`src/rtl/serial_alu_seq.sv`:
```
// Bit-serial ALU sequencer: walks one external 1-bit ALU slice across WIDTH bits,
// LSB first, chaining the carry through a register and collecting result bits.
//
// state  | meaning
// S_IDLE | waiting for start; outputs hold last result
// S_RUN  | one operand bit per clock through the slice, bit index = cnt
// S_DONE | single-cycle done pulse; result and flags valid
module serial_alu_seq #(
    parameter int WIDTH = 8
) (
    input  logic             clk,
    input  logic             rst,
    input  logic             start,
    input  logic [WIDTH-1:0] a,
    input  logic [WIDTH-1:0] b,
    input  logic [2:0]       func,
    output logic             busy,
    output logic             done,
    output logic [WIDTH-1:0] result,
    output logic             c_out,
    output logic             ovf,
    output logic             zero,
    output logic             slice_a,
    output logic             slice_b,
    output logic             slice_sa,
    output logic             slice_sb,
    output logic             slice_cin,
    output logic [1:0]       slice_op,
    output logic             slice_sm,
    input  logic             slice_res,
    input  logic             slice_cout
);

    localparam int CW = (WIDTH > 2) ? $clog2(WIDTH) : 1;
    localparam logic [CW-1:0] LAST = CW'(WIDTH - 1);

    localparam logic [2:0] F_AND   = 3'b000;
    localparam logic [2:0] F_OR    = 3'b001;
    localparam logic [2:0] F_ADD   = 3'b010;
    localparam logic [2:0] F_SUB   = 3'b011;
    localparam logic [2:0] F_NOR   = 3'b100;
    localparam logic [2:0] F_NAND  = 3'b101;
    localparam logic [2:0] F_SLT   = 3'b110;
    localparam logic [2:0] F_PASSB = 3'b111;

    typedef enum logic [1:0] {S_IDLE, S_RUN, S_DONE} state_t;

    state_t           state, state_nxt;
    logic [WIDTH-1:0] a_q, b_q, shift_q, fin_res;
    logic [2:0]       func_q;
    logic [CW-1:0]    cnt;
    logic             carry_q;
    logic             ovf_raw;
    logic             last_bit;

    assign last_bit = (cnt == LAST);

    // State register
    always_ff @(posedge clk) begin
        if (rst) state <= S_IDLE;
        else     state <= state_nxt;
    end

    // Next state, status outputs and slice controls (registered state only)
    always_comb begin
        state_nxt = state;
        busy      = 1'b0;
        done      = 1'b0;
        slice_a   = 1'b0;
        slice_b   = 1'b0;
        slice_sa  = 1'b0;
        slice_sb  = 1'b0;
        slice_cin = 1'b0;
        slice_op  = 2'b00;
        slice_sm  = 1'b0;
        case (state)
            S_IDLE: if (start) state_nxt = S_RUN;
            S_RUN: begin
                busy      = 1'b1;
                slice_a   = a_q[cnt];
                slice_b   = b_q[cnt];
                slice_cin = carry_q;
                case (func_q)
                    F_AND:   slice_op = 2'b00;
                    F_OR:    slice_op = 2'b01;
                    F_ADD:   slice_op = 2'b10;
                    F_SUB, F_SLT: begin
                        slice_op = 2'b10;
                        slice_sb = 1'b1;
                    end
                    F_NOR: begin
                        slice_op = 2'b00;
                        slice_sa = 1'b1;
                        slice_sb = 1'b1;
                    end
                    F_NAND: begin
                        slice_op = 2'b01;
                        slice_sa = 1'b1;
                        slice_sb = 1'b1;
                    end
                    F_PASSB: begin
                        slice_op = 2'b11;
                        slice_sm = b_q[cnt];
                    end
                    default: slice_op = 2'b00;
                endcase
                if (last_bit) state_nxt = S_DONE;
            end
            S_DONE: begin
                done      = 1'b1;
                state_nxt = S_IDLE;
            end
            default: state_nxt = S_IDLE;
        endcase
    end

    // Final result assembly from the MSB slice output; SLT collapses to sign^ovf
    always_comb begin
        ovf_raw = carry_q ^ slice_cout;
        fin_res = {slice_res, shift_q[WIDTH-2:0]};
        if (func_q == F_SLT) fin_res = {{(WIDTH-1){1'b0}}, slice_res ^ ovf_raw};
    end

    // Operand latch, bit counter, carry chain, shift register and flags
    always_ff @(posedge clk) begin
        if (rst) begin
            a_q     <= '0;
            b_q     <= '0;
            func_q  <= '0;
            cnt     <= '0;
            carry_q <= 1'b0;
            shift_q <= '0;
            result  <= '0;
            c_out   <= 1'b0;
            ovf     <= 1'b0;
            zero    <= 1'b1;
        end else begin
            case (state)
                S_IDLE: if (start) begin
                    a_q     <= a;
                    b_q     <= b;
                    func_q  <= func;
                    cnt     <= '0;
                    shift_q <= '0;
                    carry_q <= (func == F_SUB) || (func == F_SLT);
                end
                S_RUN: begin
                    shift_q[cnt] <= slice_res;
                    carry_q      <= slice_cout;
                    cnt          <= cnt + 1'b1;
                    if (last_bit) begin
                        result <= fin_res;
                        c_out  <= (func_q == F_ADD) || (func_q == F_SUB) || (func_q == F_SLT)
                                  ? slice_cout : 1'b0;
                        ovf    <= (func_q == F_ADD) || (func_q == F_SUB) ? ovf_raw : 1'b0;
                        zero   <= (fin_res == '0);
                    end
                end
                default: ;
            endcase
        end
    end

endmodule

```
`config.mk`:
```
export PLATFORM = sky130hd
export DESIGN_NAME = serial_alu_seq
export DESIGN_NICKNAME = d
export VERILOG_FILES = /design/src/rtl/serial_alu_seq.sv
export SDC_FILE = /design/constraint.sdc
export NUM_CORES = 1
export LEC_CHECK = 0
export CAP_MARGIN = 20
export CORE_ASPECT_RATIO = 1.5
export CORE_MARGIN = 5
export CORE_UTILIZATION = 50
export DETAILED_ROUTE_END_ITERATION = 16
export MAX_ROUTING_LAYER = met4
export PLACE_DENSITY_LB_ADDON = 0.15
export SLEW_MARGIN = 20
export SYNTH_ARGS = -nofsm -noshare
export SYNTH_HDL_FRONTEND = slang
export SYNTH_SLANG_ARGS = --single-unit
```
`constraint.sdc`:
```
create_clock -name clk -period 1.8 [get_ports clk]
set_input_delay 0.45 -clock clk [delete_from_list [all_inputs] [get_ports clk]]
set_output_delay 0.45 -clock clk [all_outputs]
set_load 0.01 [all_outputs]
```
==> run summary <==
outcome: complete, but fails checks
violated checks: negative setup slack
CTS buffer count: 5
area growth from synthesis to layout: 35.3%
post-synth top area cell: dfxtp_1
Worst Setup Start Kind: flop
peak supply drop: 645 µV
R2R Path End: ovf
Avg WL per Cell: 12.8 µm
vias after detailed routing: 1885
pin count of the biggest net entering global routing: 44
Clock transition at path regs: 0.08 ns
total clock sinks: 43
Max Slew Vio Count: 0
Yosys Warn Count: 0
P_sw: 477 µW
Total Nets Final: 325
P_leak: 1.05 nW
Antenna Nets Post-Route: 0
Hold Path Class: flop to flop
Syn Std Cell Area: 2010 µm²
register area: 867 µm²
H-tree Lvls: 2
Fin. Hold Viols: 0
setup tns final: -0.433 ns
Post-Syn Instances: 243
sequential share of power: 48.7%
post-synthesis net count: 269
CP Capture Type: primary output
CP Max Fanout: 4
R2R Setup Slk: 0.06 ns
Setup Viol. Count Final: 3
# IOs: 45
area of the multi-input gates: 1040 µm²
Worst Reg-to-Reg Cells: 8
Vias/cell: 5.46
count leader, synth: nand2_1
post-synth top area share: 42.8%
# hold bufs at CTS: 0
GRT Residual Overflow: 0
Slew headroom: 79.6%
post-CTS setup buffers: 0
Primary FF master, synth: dfxtp_1
Post-DP Area: 2590 µm²
final worst-path cycle share: 111%
Design Area, Final: 2720 µm²
CTS tree: done
Initial Utilization: 51.2%
max-cap viol count: 0
Yosys reg bits: 43
fin crit period: 2.00 ns
Die Width: 61.8 µm
power share of the combinational group: 14.6%
main area contributors after synthesis: dfxtp_1 (43%), nand2_1 (9.9%), a21oi_1 (9.5%)
final WL: 4.43 mm
WS Path Type: flop to primary output
Core Box Area: 3920 µm²
f_max: 501 MHz
Pwr Density: 762 nW/µm²
die footprint: 5420 µm²
switching share of power: 23.0%
end of the critical path: slice_a
end-of-flow core utilization: 69.4%
n_diodes: 0
Std-Cell Rows: 28
RSZ-0062 raised after global routing: yes
register area share after synthesis: 42.8%
Post-DP HPWL: 3.39 mm
Layout Skew: 0.00560 ns
PortBufs: 44
number of synthesized flops with an enable pin: 0
Worst-Skew Late Latency: 0.29 ns
Mean Syn Cell Area: 8.27 µm²
First DRT Iteration DRCs: 89
maximum clock insertion buffer count: 2
TritonRoute pass-1 iters: 6
CP arrival: 1.55 ns
worst hold slack: 0.460 ns
internal power: 1.60 mW
Die Y: 87.7 µm
CP startpoint: cnt[0]
WP data required: 1.35 ns
CTS root buffer: clkbuf_8
reg2reg start: cnt[0]
number of library cell types mapped by synthesis: 42
Post-synth top cells: nand2_1 (53), dfxtp_1 (43), a21oi_1 (38)
# fillers: 351
Worst Tran Pin Value: 0.303 ns
Post-synth ARST share: 0%
clock power share: 36.7%
pre-CTS WS: -0.343 ns
final worst setup slack: -0.196 ns
Final Wtd Congestion: 0.816
Global Route Usage Sum: 19.2%
antenna violations before repair: 0
share of cells above drive strength 1: 18.3%
number of global-route vias before repair: 1837
first-pass GRT wire length: 7.72 mm
DRC Markers: 0
==> layout by cell type, fill, tap and decap left out, types with 3 or more instances in the layout <==
master and n:
nand2_1 51, dfxtp_1 40, a21oi_1 37, clkdlybuf4s50_1 34, nor2_1 18, buf_4 17
nand3_1 8, o21ai_0 7, a22oi_1 7, clkbuf_8 6, buf_2 6, a31oi_1 4
mux2i_1 3, nand3b_1 3, nor2b_1 3, dlygate4sd2_1 3, buf_6 3, buf_12 3
==> area by class of cell <==
class                      instances  area share (%)
clock buffer                       6            3.03
clock inverter                     2            1.29
inverter                           3           0.598
multi-input combinational        179            38.1
sequential                        43            31.9
tap                               45            2.07
timing repair buffer              67            23.1
==> per-stage QoR <==
step | std cells | total power [mW]
final | 345 | 2.07
after global routing | 345 | 2.18
after CTS | 345 | 2.10
after detailed placement | 337 | 1.34
after global placement | 337 | 1.33
after floorplan | 243 | 1.20
==> state kept, by name (all words and copies together), names as in the netlist, 2 cells and up <==
signal / cells
a_q: 8
state: 2
shift_q: 7
result: 8
func_q: 3
b_q: 8
cnt: 3
==> how the worst min path moves through the flow <==
stage	start	to	slack, ns	cells past startpoint
4_1_cts	b_q[6]	b_q[6]	0.46	2
3_5_place_dp	b_q[6]	b_q[6]	0.45	2
2_1_floorplan	a_q[2]	a_q[2]	0.43	2
6_report	b_q[6]	b_q[6]	0.46	2
3_3_place_gp	a_q[2]	a_q[2]	0.44	2
5_1_grt	b_q[6]	b_q[6]	0.48	2
==> metal layers <==
metal | part of all wire (%) | vias to the layer above | GRT usage (%)
li1 | - | 944 | -
met1 | 39 | 896 | 18.9
met3 | 4.3 | 8 | 4.13
met5 | 0 | - | -
met2 | 55 | 37 | 35.1
met4 | 1.9 | 0 | 7.14
==> power groups by stage <==
stage | clock network, mW | registers (mW) | logic [mW]
floorplan | 0 | 1.02 | 0.180
global placement | 0 | 1.03 | 0.300
detailed placement | 0 | 1.03 | 0.305
CTS | 0.788 | 1.01 | 0.302
global route | 0.825 | 1.02 | 0.335
finish | 0.762 | 1.01 | 0.303
==> kinds of logic (layout without fill, tap and decap cells) <==
kind of cell	count (synthesis)	count (layout)	synth area share, %
flops	43	43	42.8
xor+xnor	4	4	2.43
mux	5	5	3.73
fa+ha+maj	2	2	1.24
simple gates	107	107	26.0
buf+inv	21	78	7.03
compound gates	61	61	16.7
==> critical path, cell delays in order, from the launching register on <==
cell and delay, ns:
dfxtp_4 0.38, buf_6 0.11, mux4_2 0.50, nand2_2 0.09, a21oi_2 0.05, buf_2 0.13
==> what timing repair did <==
action                     in CTS  in global routing
setup endpoints to repair      11                 13
pin swaps                       2                  5
cloned                          0                  0
hold endpoints to repair        0                  0
resized for setup              33                 11
Power figures use the tool's default switching activity.
==> RTL change 1 (config.mk and constraints unchanged) <==
Make the reset (`rst`) asynchronous in 2 clocked blocks.
--- a/src/rtl/serial_alu_seq.sv
+++ b/src/rtl/serial_alu_seq.sv
@@ -57,5 +57,5 @@
 
     // State register
-    always_ff @(posedge clk) begin
+    always_ff @(posedge clk or posedge rst) begin
         if (rst) state <= S_IDLE;
         else     state <= state_nxt;
@@ -123,5 +123,5 @@
 
     // Operand latch, bit counter, carry chain, shift register and flags
-    always_ff @(posedge clk) begin
+    always_ff @(posedge clk or posedge rst) begin
         if (rst) begin
             a_q     <= '0;
Function: differs if rst is asserted again (counterexample within 4 cycles, from zero or initial values and one cycle with rst high); with rst held inactive, the same outputs for 10 cycles.
==> RTL change 1 against the unedited design <==
  * Routed wire length up 17%
  * The flow still finishes with violations (setup timing)
  * Critical path type unchanged
  * Global-route usage up 0.16 points
  * Via count down 8.8%
  * Synthesized area up 7.9%
  * Worst setup slack better by 0.014 ns
  * Final area up 11%
  * Sequential cell count unchanged
Power is not compared: it rests on default switching activity, and its combinational part moved more than twofold at a synthesized area within 25%.
==> RTL change 1: results (changes against the unedited design) <==
| Metric | Value |
|---|---|
| Status | finished, violations left (unchanged) |
| Violated checks | setup timing (unchanged) |
| Worst Path Arrival | 1.53 ns (was 1.55 ns) |
| Syn. warnings | 0 (unchanged) |
| Largest regs | a_q: 8 flops, b_q: 8 flops, result: 8 flops (unchanged) |
| Max-Cap Viols | 0 (unchanged) |
| Post-synth ARST share | 100% (was 0%) |
| Final WL | 5170 um (was 4430 um) |
| Area after DPL | 0.00280 mm2 (was 0.00259 mm2) |
| Worst path slowest cell | dfrtp_1 (was mux4_2) |
| Share of cells above drive strength 1 | 30.7% (was 18.3%) |
| Commonest register cell after synthesis | dfrtp_1 (was dfxtp_1) |
| Final nets | 279 (was 325) |
| Grt met3 use | 4.23% (was 4.13%) |
| DRT Pass-1 Iters | 5 (was 6) |
| # setup viols final | 3 (unchanged) |
| 1st-iter DRT viols | 51 (was 89) |
| Syn nets | 211 (was 269) |
| Dpl ws | -0.300 ns (was -0.343 ns) |
| Slew margin rel. | 80.1% (was 79.6%) |
| Post-Syn Instances | 185 (was 243) |
| Top area cells in the synthesized netlist | dfrtp_1, mux2_4, mux2_1, a22o_1, and3b_1 (was dfxtp_1, nand2_1, a21oi_1, nor2_1, buf_6) |
| Area Growth Syn to Fin | 39.5% (was 35.3%) |
| Vias in the first global route | 1876 (was 1837) |
| Detailed Place HPWL | 3840 um (was 3390 um) |
| Vias per cell | 5.73 (was 5.46) |
| Met2 Use GR | 33.8% (was 35.1%) |
| Filler instances | 314 (was 351) |
| GRT Util Overall | 19.3% (was 19.2%) |
| Distinct cells, synth | 49 (was 42) |
| PnR worst setup slack | -0.182 ns (was -0.196 ns) |
| Final RePlAce weighted congestion | 0.979 (was 0.816) |
| First-pass GRT wire length | 8800 um (was 7720 um) |
| Worst-path fanout max | 3 (was 4) |
| Worst path max stage delay | 0.43 ns (was 0.50 ns) |
| Clock latency on the worst-skew pair | 0.29 ns (about the same) |
| Top cell types by occurrence after synthesis | dfrtp_1, mux2_4, mux2_1, nand2_1 (was nand2_1, dfxtp_1, a21oi_1) |
| Seq/Total Area, Yosys | 49.7% (was 42.8%) |
| Final setup skew | 0.00664 ns (was 0.00560 ns) |
RTL change 1: changes by cell type after synthesis, moves of 10 or more:
cell	before	now
a21oi_1	38	5
dfrtp_1	0	42
dfxtp_1	43	0
mux2_4	0	10
nand2_1	53	9
nor2_1	18	4
RTL change 1: final timing paths:
| check | startpoint | end | slack [ns] | depth (start not counted) |
|---|---|---|---|---|
| max in group asynchronous | rst | zero$_DFFE_PP1P_ | 1.02 | 3 |
| hold reg to reg | ovf$_DFFE_PP0P_ | ovf$_DFFE_PP0P_ | 0.48 | 2 |
| min in group asynchronous | rst | b_q[5]$_DFFE_PP0P_ | 0.51 | 3 |
| setup reg to reg | cnt[1]$_DFFE_PP0P_ | result[2]$_DFFE_PP0P_ | 0.08 | 7 |
| setup / recovery | cnt[0]$_DFFE_PP0P_ | slice_b | -0.18 | 4 |
| hold / removal | ovf$_DFFE_PP0P_ | ovf$_DFFE_PP0P_ | 0.48 | 2 |
RTL change 1: per-layer routing:
metal	part of all wire [%]	wire length (um)
met1	39	2000
met2	55	2850
met3	4.1	212
met4	2.1	108
met5	0	0
RTL change 1: what timing repair did:
action                                  CTS  global route
pin swaps                                 1             4
setup buffers                             4             1
resized for setup                        41            17
endpoints found under the setup margin   11            17
RTL change 1: stage by stage:
stage | cells | power, uW | hold slack (ns)
floorplan | 185 | 3230 | 0.450
detailed placement | 287 | 4370 | 0.463
CTS | 299 | 5300 | 0.483
global placement | 287 | 4260 | 0.461
finish | 300 | 5390 | 0.477
global route | 300 | 5770 | 0.504
RTL change 1: worst max-delay path: cells and delay by family (launching register included):
| family | cells | cell delay [ns] |
|---|---|---|
| AO/OA/AOI/OAI | 2 | 0.33 |
| buffers and inverters | 1 | 0.15 |
| flip-flops | 1 | 0.43 |
| multiplexers | 1 | 0.32 |
RTL change 1: logic make-up after synthesis:
kind of cell    after synthesis  synth area share, %
compound gates               46                 15.1
simple gates                 45                 13.0
flops                        43                 49.7
mux                          23                 13.7
buf+inv                      22                 5.13
xor+xnor                      4                 2.31
fa+ha+maj                     2                 1.15
RTL change 1: layout make-up:
| cell class | instances | share of cell area [%] |
|---|---|---|
| well taps | 46 | 1.90 |
| inverters | 9 | 1.20 |
| clock buffers | 5 | 2.27 |
| clock inverters | 3 | 2.23 |
| flip-flops and latches | 43 | 35.7 |
| repair buffers | 74 | 21.9 |
| multi-input cells | 120 | 34.8 |
RTL change 1: power groups by stage:
| stage | logic (uW) | registers (uW) | clock network [uW] |
|---|---|---|---|
| after floorplan | 1550 | 1680 | 0 |
| after global placement | 2480 | 1780 | 0 |
| after detailed placement | 2560 | 1810 | 0 |
| after CTS | 2590 | 1800 | 911 |
| after global routing | 2940 | 1870 | 965 |
| final | 2700 | 1800 | 890 |
==> RTL change 2 (config.mk and constraints unchanged) <==
Without the edit above. Set the parameter `WIDTH` to 4 (it was 8).
--- a/src/rtl/serial_alu_seq.sv
+++ b/src/rtl/serial_alu_seq.sv
@@ -7,5 +7,5 @@
 // S_DONE | single-cycle done pulse; result and flags valid
 module serial_alu_seq #(
-    parameter int WIDTH = 8
+    parameter int WIDTH = 4
 ) (
     input  logic             clk,
Ports: changed (resized a, b and result); port bits go from 45 to 33. No check against the original RTL was run, so the function may have changed too.
==> RTL change 2 against the unedited design <==
  * The run still ends with setup timing left
  * Routed wire length is 36% lower
  * Utilization is 2.0 points higher
  * Largest cell class unchanged
  * Power is 46% lower
  * Clock power is 60% lower
  * Synthesized area is 37% lower
  * Worst setup slack better by 0.094 ns
  * First-iteration DRC count is 75% lower
  * Final area is 36% lower
  * Sequential cell count is 17 lower
==> RTL change 2: results (changes against the unedited design) <==
| Metric | Value |
|---|---|
| Reg-to-Reg Start | cnt[1]$_SDFFE_PP0P_ (was cnt[0]$_SDFFE_PP0P_) |
| Final std cells w/o fill | 218 (was 345) |
| Violated checks | setup timing (unchanged) |
| Area after DPL | 0.00169 mm2 (was 0.00259 mm2) |
| Worst hold endpoint | result[1]$_SDFFE_PP0P_ (was b_q[6]$_SDFFE_PP0P_) |
| DRT Pass-1 Iters | 4 (was 6) |
| Syn nets | 169 (was 269) |
| Met3 WL | 115 um (was 189 um) |
| Gate power share | 18.5% (was 14.6%) |
| Non-Clock Buffer Count | 50 (was 67) |
| Status | finished, violations left (unchanged) |
| Top cell types by occurrence after synthesis | nand2_1, dfxtp_1, a21oi_1 (unchanged) |
| Multi-input combinational cell area | 678 um2 (was 0.00104 mm2) |
| PnR worst setup slack | -0.102 ns (was -0.196 ns) |
| Distinct cells, synth | 33 (was 42) |
| Post-synthesis mux area share | 4.37% (was 3.73%) |
| GRT Util Overall | 16.8% (was 19.2%) |
| Final hold slack | 0.461 ns (was 0.460 ns) |
| Worst Path Arrival | 1.45 ns (was 1.55 ns) |
| CTS Sinks | 26 (was 43) |
| # setup viols final | 3 (unchanged) |
| Inst Count DP | 214 (was 337) |
| M1 GR Usage | 17.8% (was 18.9%) |
| Clk. pwr | 301 uW (was 762 uW) |
| Worst r2r dst | zero$_SDFFE_PP1P_ (was ovf$_SDFFE_PP0P_) |
| Worst-path fanout max | 2 (was 4) |
| Switching share of power | 25.9% (was 23.0%) |
| Top area cells in the synthesized netlist | dfxtp_1, nand2_1, a21oi_1, nand3_1, ha_1 (was dfxtp_1, nand2_1, a21oi_1, nor2_1, buf_6) |
| Post-Synth Adder-Cell Area | 3.97% (was 1.24%) |
| Met1 WL | 1120 um (was 1720 um) |
| Grt met3 use | 2.08% (was 4.13%) |
| Setup TNS | -0.293 ns (was -0.433 ns) |
-- RTL change 2: cell count changes after synthesis, moves of 5 or more --
cell	unedited run	this run
buf_6	6	1
inv_1	2	7
a22oi_1	7	0
o21ai_0	8	0
nand2_1	53	34
a21oi_1	38	21
dfxtp_1	43	26
nor2_1	18	7
-- RTL change 2: how the worst max path moves through the flow --
stage / slack (ns) / cells past startpoint / to / from
finish: -0.10 / 3 / slice_a / cnt[1]$_SDFFE_PP0P_
global route: -0.15 / 4 / slice_sm / cnt[0]$_SDFFE_PP0P_
CTS: -0.13 / 3 / slice_a / cnt[1]$_SDFFE_PP0P_
detailed placement: -0.12 / 3 / slice_a / cnt[1]$_SDFFE_PP0P_
global placement: -0.11 / 3 / slice_a / cnt[1]$_SDFFE_PP0P_
floorplan: 0.26 / 2 / slice_a / cnt[1]$_SDFFE_PP0P_
-- RTL change 2: timing repair --
item / CTS / global route
resized for setup: 36 / 11
pin swaps: 2 / 1
hold buffers: 0 / 0
gates cloned: 0 / 0
endpoints found under the setup margin: 10 / 7
